File: config.mk
export PLATFORM = sky130hd
export DESIGN_NAME = fetch_unit_flat
export DESIGN_NICKNAME = d
export VERILOG_FILES = /design/src/rtl/fetch_pkg.sv /design/src/rtl/fetch_if.sv /design/src/rtl/fetch_stats.sv /design/src/rtl/fetch_unit.sv /design/src/flat_wrapper.sv
export SDC_FILE = /design/constraint.sdc
export NUM_CORES = 1
export LEC_CHECK = 0
export CAP_MARGIN = 20
export CORE_MARGIN = 5
export CORE_UTILIZATION = 44
export CTS_BUF_LIST = sky130_fd_sc_hd__clkbuf_8
export DETAILED_ROUTE_END_ITERATION = 8
export PLACE_DENSITY_LB_ADDON = 0.05
export SKIP_LAST_GASP = 1
export SLEW_MARGIN = 20
export SYNTH_ARGS = -nofsm -noshare
export SYNTH_HDL_FRONTEND = slang
export SYNTH_SLANG_ARGS = --single-unit
export TNS_END_PERCENT = 50
File: constraint.sdc
create_clock -name clk -period 2.34 [get_ports clk]
set_input_delay 0.468 -clock clk [delete_from_list [all_inputs] [get_ports clk]]
set_output_delay 0.468 -clock clk [all_outputs]
set_load 0.02 [all_outputs]
File: src/rtl/fetch_pkg.sv
// Shared definitions for the instruction fetch unit: FSM encoding, reset PC
// default, NOP encoding and the word-alignment helper.
package fetch_pkg;

   typedef enum logic [1:0] {
      S_FETCH = 2'd0,
      S_WAIT  = 2'd1,
      S_HOLD  = 2'd2,
      S_DROP  = 2'd3
   } fetch_state_e;

   localparam logic [31:0] RESET_PC_DEF = 32'h8000_0000;
   localparam logic [31:0] NOP_INSTR    = 32'h0000_0013;

   function automatic logic [31:0] align4(input logic [31:0] a);
      return {a[31:2], 2'b00};
   endfunction

endpackage

File: src/rtl/fetch_if.sv
// Fetch unit bus bundle: branch redirect, instruction memory port and the
// decode-side valid/ready presentation.
interface fetch_if;
   logic        is_branch;
   logic [3:0]  branch_type;
   logic [31:0] pc_target;
   logic        imem_req;
   logic [31:0] imem_addr;
   logic        imem_rvalid;
   logic [31:0] imem_rdata;
   logic        if_valid;
   logic        if_ready;
   logic [31:0] if_pc;
   logic [31:0] if_instr;
   logic        flush;

   modport master (
      input  is_branch, branch_type, pc_target, imem_rvalid, imem_rdata, if_ready,
      output imem_req, imem_addr, if_valid, if_pc, if_instr, flush
   );

   modport slave (
      output is_branch, branch_type, pc_target, imem_rvalid, imem_rdata, if_ready,
      input  imem_req, imem_addr, if_valid, if_pc, if_instr, flush
   );
endinterface

File: src/rtl/fetch_stats.sv
// Free-running event counters for the fetch unit (handshakes, redirects,
// discarded responses); cleared by rst and wrapping at 2^32.
module fetch_stats (
   input  logic        clk,
   input  logic        rst,
   input  logic        inc_fetch,
   input  logic        inc_redirect,
   input  logic        inc_drop,
   output logic [31:0] stat_fetch,
   output logic [31:0] stat_redirect,
   output logic [31:0] stat_drop
);

   always_ff @(posedge clk) begin
      if (rst) begin
         stat_fetch    <= '0;
         stat_redirect <= '0;
         stat_drop     <= '0;
      end else begin
         if (inc_fetch)    stat_fetch    <= stat_fetch + 32'd1;
         if (inc_redirect) stat_redirect <= stat_redirect + 32'd1;
         if (inc_drop)     stat_drop     <= stat_drop + 32'd1;
      end
   end

endmodule

File: src/rtl/fetch_unit.sv
// Single-outstanding instruction fetch FSM (FETCH/WAIT/HOLD/DROP) with branch
// redirect. Define FETCH_STATS_EN to add the stat_* counter outputs.
module fetch_unit
   import fetch_pkg::*;
#(
   parameter logic [31:0] RESET_PC = RESET_PC_DEF
) (
   input  logic        clk,
   input  logic        rst,
`ifdef FETCH_STATS_EN
   output logic [31:0] stat_fetch,
   output logic [31:0] stat_redirect,
   output logic [31:0] stat_drop,
`endif
   fetch_if.master     fif
);

   fetch_state_e state_q, state_d;
   logic [31:0]  fetch_pc_q;
   logic [31:0]  if_pc_q;
   logic [31:0]  if_instr_q;
   logic         redirect;
   logic         take_rsp;

   assign redirect = fif.is_branch;
   assign take_rsp = (state_q == S_WAIT) && fif.imem_rvalid && !redirect;

   always_comb begin
      state_d = state_q;
      case (state_q)
         S_FETCH: state_d = redirect ? S_FETCH : S_WAIT;
         // A response arriving with the redirect is consumed here, so DROP
         // would otherwise wait forever for a second one.
         S_WAIT: begin
            if (redirect)              state_d = fif.imem_rvalid ? S_FETCH : S_DROP;
            else if (fif.imem_rvalid)  state_d = S_HOLD;
         end
         S_HOLD:  if (redirect || fif.if_ready) state_d = S_FETCH;
         S_DROP:  if (fif.imem_rvalid) state_d = S_FETCH;
         default: state_d = S_FETCH;
      endcase
   end

   always_ff @(posedge clk) begin
      if (rst) begin
         state_q    <= S_FETCH;
         fetch_pc_q <= RESET_PC;
         if_pc_q    <= '0;
         if_instr_q <= NOP_INSTR;
      end else begin
         state_q <= state_d;
         if (redirect)      fetch_pc_q <= align4(fif.pc_target);
         else if (take_rsp) fetch_pc_q <= fetch_pc_q + 32'd4;
         if (take_rsp) begin
            if_pc_q    <= fetch_pc_q;
            if_instr_q <= fif.imem_rdata;
         end
      end
   end

   assign fif.imem_req  = (state_q == S_FETCH) && !redirect && !rst;
   assign fif.imem_addr = fetch_pc_q;
   assign fif.if_valid  = (state_q == S_HOLD) && !rst;
   assign fif.if_pc     = if_pc_q;
   assign fif.if_instr  = if_instr_q;
   assign fif.flush     = redirect;

`ifdef FETCH_STATS_EN
   fetch_stats u_stats (
      .clk          (clk),
      .rst          (rst),
      .inc_fetch    (fif.if_valid && fif.if_ready && !redirect),
      .inc_redirect (redirect),
      .inc_drop     ((state_q == S_DROP) && fif.imem_rvalid),
      .stat_fetch   (stat_fetch),
      .stat_redirect(stat_redirect),
      .stat_drop    (stat_drop)
   );
`endif

endmodule
File: src/flat_wrapper.sv
// flat-port wrapper written by rule: the top's interface ports become plain ports
module fetch_unit_flat import fetch_pkg::*;
#(
   parameter logic [31:0] RESET_PC = RESET_PC_DEF
)
  (clk, rst, fif_is_branch, fif_branch_type, fif_pc_target, fif_imem_rvalid, fif_imem_rdata, fif_if_ready, fif_imem_req, fif_imem_addr, fif_if_valid, fif_if_pc, fif_if_instr, fif_flush);
  fetch_if fif_i ();
  input  logic clk;
  input  logic rst;
  input wire logic [$bits(fif_i.is_branch)-1:0] fif_is_branch;
  input wire logic [$bits(fif_i.branch_type)-1:0] fif_branch_type;
  input wire logic [$bits(fif_i.pc_target)-1:0] fif_pc_target;
  input wire logic [$bits(fif_i.imem_rvalid)-1:0] fif_imem_rvalid;
  input wire logic [$bits(fif_i.imem_rdata)-1:0] fif_imem_rdata;
  input wire logic [$bits(fif_i.if_ready)-1:0] fif_if_ready;
  output wire logic [$bits(fif_i.imem_req)-1:0] fif_imem_req;
  output wire logic [$bits(fif_i.imem_addr)-1:0] fif_imem_addr;
  output wire logic [$bits(fif_i.if_valid)-1:0] fif_if_valid;
  output wire logic [$bits(fif_i.if_pc)-1:0] fif_if_pc;
  output wire logic [$bits(fif_i.if_instr)-1:0] fif_if_instr;
  output wire logic [$bits(fif_i.flush)-1:0] fif_flush;
  assign fif_i.is_branch = fif_is_branch;
  assign fif_i.branch_type = fif_branch_type;
  assign fif_i.pc_target = fif_pc_target;
  assign fif_i.imem_rvalid = fif_imem_rvalid;
  assign fif_i.imem_rdata = fif_imem_rdata;
  assign fif_i.if_ready = fif_if_ready;
  assign fif_imem_req = fif_i.imem_req;
  assign fif_imem_addr = fif_i.imem_addr;
  assign fif_if_valid = fif_i.if_valid;
  assign fif_if_pc = fif_i.if_pc;
  assign fif_if_instr = fif_i.if_instr;
  assign fif_flush = fif_i.flush;
  fetch_unit #(.RESET_PC(RESET_PC)) u_core (.clk(clk), .rst(rst), .fif(fif_i));
endmodule
==> impl_metrics.yaml, run 1 <==
global_routing:
  grt_first_pass_wirelength_microns: 19700
  grtUsageTotal: 0.212
  overflow: 0
  grt_pass1_vias: 3943
  grt_max_degree: 89
  antenna_found_initial: 0
setup_path:
  required_ns: 1.87
  r2r-end: "u_core.fif.imem_addr[17]$_SDFFE_PP0P_"
  cp-end-kind: "output port"
  reg2reg_slack_ns: 0.31
  arrival_ns: 1.69
  r2r_cells: 4
  worstSetupPathType: "reg -> out"
  r2r-start: "u_core.state_q[0]$_SDFFE_PP0P_"
  crit_start: "u_core.state_q[1]$_SDFFE_PP0P_"
  crit_path_max_fanout: 9
  cp-start-kind: "flip-flop"
  endpoint: "fif_if_valid"
layout:
  layout_commonest_cell: "clkdlybuf4s50_1"
  utilization: 0.682
  fill_cells: 776
  synthToLayoutAreaGrowth_pct: 49.7
  antennaDiodeCount: 0
  finalInstanceArea_sq_um: 6010
  mostFrequentLayoutCells: "clkdlybuf4s50_1, nand2_1, dfxtp_1"
  drive_above_1_share: 0.0776
  layout.nets: 739
sta:
  setup_violations: 0
  fin_crit_ns: 2.16
  skew_ns: 0.0144
  holdWs_ns: 0.344
  timing.final.crit_share: 0.924
  final_hold_viol_count: 0
  rsz0062_at_grt: "false"
  fmax_ghz: 0.462
  drv_slew: 0
floorplanning:
  dieArea_sq_um: 11100
  core_sq_um: 8810
  die_h_microns: 105
  num_rows: 34
  ios: 172
  die_x_microns: 105
  start_util: 0.456
clock_tree:
  cts_max_level: 3
  cts_tree: "yes"
  cts_root_buffer: "clkbuf_8"
  cts_buffer_depth: 2
  cts_made_buffers: 9
  cts_setup_buffers: 0
  clk_latency_ns: 0.36
  path_clk_slew_ns: 0.09
  clock-sinks: 94
hold_path:
  hold_path.class: "in -> reg"
  worstHoldStart: "rst"
place:
  dp_hpwl_microns: 8520
  postPlaceCellArea_sq_um: 5810
  gp_congestion: 0.853
  port_buffers: 161
synth:
  synthArstFlopShare: 0
  synthCells: 507
  yosysUniqueCellTypes: 44
  syn_area_per_cell_sq_um: 7.91
  synthFlopType: "dfxtp_1"
  yosysSeqAreaShare: 0.469
  ys_ff_latch: 94
  yosysWarnings: 0
  netlist_area_sq_um: 4010
  synth-edff-count: 0
route:
  vias: 4078
  antenna_left: 0
  drt-met1-wl_microns: 5220
  wl_microns: 12000
  wl_met2_microns: 5810
  drt_iter0_markers: 203
  wl_met3_microns: 770
  via_per_inst: 5.24
  wl_per_cell_microns: 15.4
  dr.pass1.iters: 4
  drc: 0
  dr.max_layer_used: "met4"
job:
  cap_violations: 0
status:
  status: "complete, no violations"
pwr:
  p_leak_uw: 0.00209
  finalPower_uw: 3340
  power_density_nw_per_um2: 556
  vdd_ir_drop_max_mv: 0.357
-- power by group --
part	total (uW)	switching, uW	internal, uW
Combinational	527	252	274
Clock	1100	599	499
Sequential	1710	59.6	1650
Total	3340	911	2430
-- routing by layer --
metal  vias up  global-route usage
met5         -                   0
met4         0              0.0537
met3        13              0.0544
met2       125               0.359
met1      1916               0.272
li1       2024                   -
-- critical path, cell delays in order (launching register included) --
cell and delay (ns):
dfxtp_1 0.47, nor3b_1 0.23, clkdlybuf4s50_1 0.64
-- cells in the mapped netlist (2+ instances only) --
cell type | n | area, sq um
nor4_2 | 3 | 37.5
or3_1 | 5 | 31.3
nor2_1 | 25 | 93.8
buf_4 | 6 | 45.0
nand3_1 | 11 | 55.1
nor3_1 | 11 | 55.1
o21ai_0 | 9 | 45.0
nand4_1 | 10 | 62.6
nor3_2 | 2 | 20.0
and4_1 | 4 | 35.0
inv_1 | 6 | 22.5
buf_1 | 2 | 7.51
a211oi_1 | 8 | 60.1
clkbuf_1 | 31 | 116
mux2i_1 | 6 | 60.1
a311oi_1 | 2 | 17.5
and3_1 | 3 | 18.8
nand2_1 | 142 | 533
a21oi_1 | 75 | 375
nor4_1 | 6 | 37.5
dfxtp_1 | 94 | 1880
nand4b_1 | 2 | 17.5
xor2_1 | 7 | 61.3
o31a_1 | 2 | 17.5
xnor2_1 | 16 | 140
-- logic make-up (layout without fill, tap and decap cells) --
kind of cell             after synthesis  after routing  share of synthesized area
buffers and inverters                 48            208                     0.0527
adder cells (fa/ha/maj)                1              1                    0.00312
AND/OR/NAND/NOR                      232            232                      0.268
multiplexers                           6              6                     0.0150
flip-flops                            94             94                      0.469
other                                  1              4                   0.000935
XOR/XNOR                              23             23                     0.0502
AO/OA/AOI/OAI                        102            102                      0.141
-- final cells by class --
type / count / area [sq um] / area share
repair buffers: 185 / 1830 / 0.305
flip-flops and latches: 94 / 1880 / 0.313
well taps: 108 / 135 / 0.0225
clock inverters: 7 / 72.6 / 0.0121
inverters: 7 / 26.3 / 0.00438
multi-input cells: 368 / 1940 / 0.323
clock buffers: 9 / 124 / 0.0206
-- through the flow --
| step | TNS [ns] | cells | setup WS (ns) |
|---|---|---|---|
| 2_1_floorplan | 0 | 510 | 0.336 |
| 3_3_place_gp | -0.311 | 762 | -0.0946 |
| 3_5_place_dp | -0.650 | 762 | -0.130 |
| 4_1_cts | 0 | 778 | 0.0783 |
| 5_1_grt | 0 | 778 | 0.0786 |
| 6_report | 0 | 778 | 0.178 |
-- worst min path at each step --
stage | endpoint | slack [ns] | cells past startpoint
floorplan | u_core.fif.if_instr[10]$_SDFFE_PP0P_ | 0.53 | 2
global placement | u_core.fif.if_pc[21]$_SDFFE_PP0P_ | 0.44 | 2
detailed placement | u_core.fif.if_instr[31]$_SDFFE_PP0P_ | 0.45 | 2
CTS | u_core.state_q[0]$_SDFFE_PP0P_ | 0.33 | 2
global route | u_core.state_q[0]$_SDFFE_PP0P_ | 0.34 | 2
finish | u_core.state_q[0]$_SDFFE_PP0P_ | 0.34 | 2
-- timing repair --
item                                    4_1_cts  5_1_grt
hold buffers                                  0        0
resized for setup                             0        1
endpoints found under the setup margin        0        1
-- sequential cells by signal, indices dropped and copies added, names as in the netlist --
name,flops
u_core.fif.if_instr,32
u_core.fif.if_pc,30
u_core.fif.imem_addr,30
u_core.state_q,2
Power figures use the tool's default switching activity.
==> inputs of run 2 (changes only) <==
SKIP_CTS_REPAIR_TIMING = 1   (was not set)
==> results of run 2 <==
The final DEF is identical to that of run 1; final timing and power are the same.
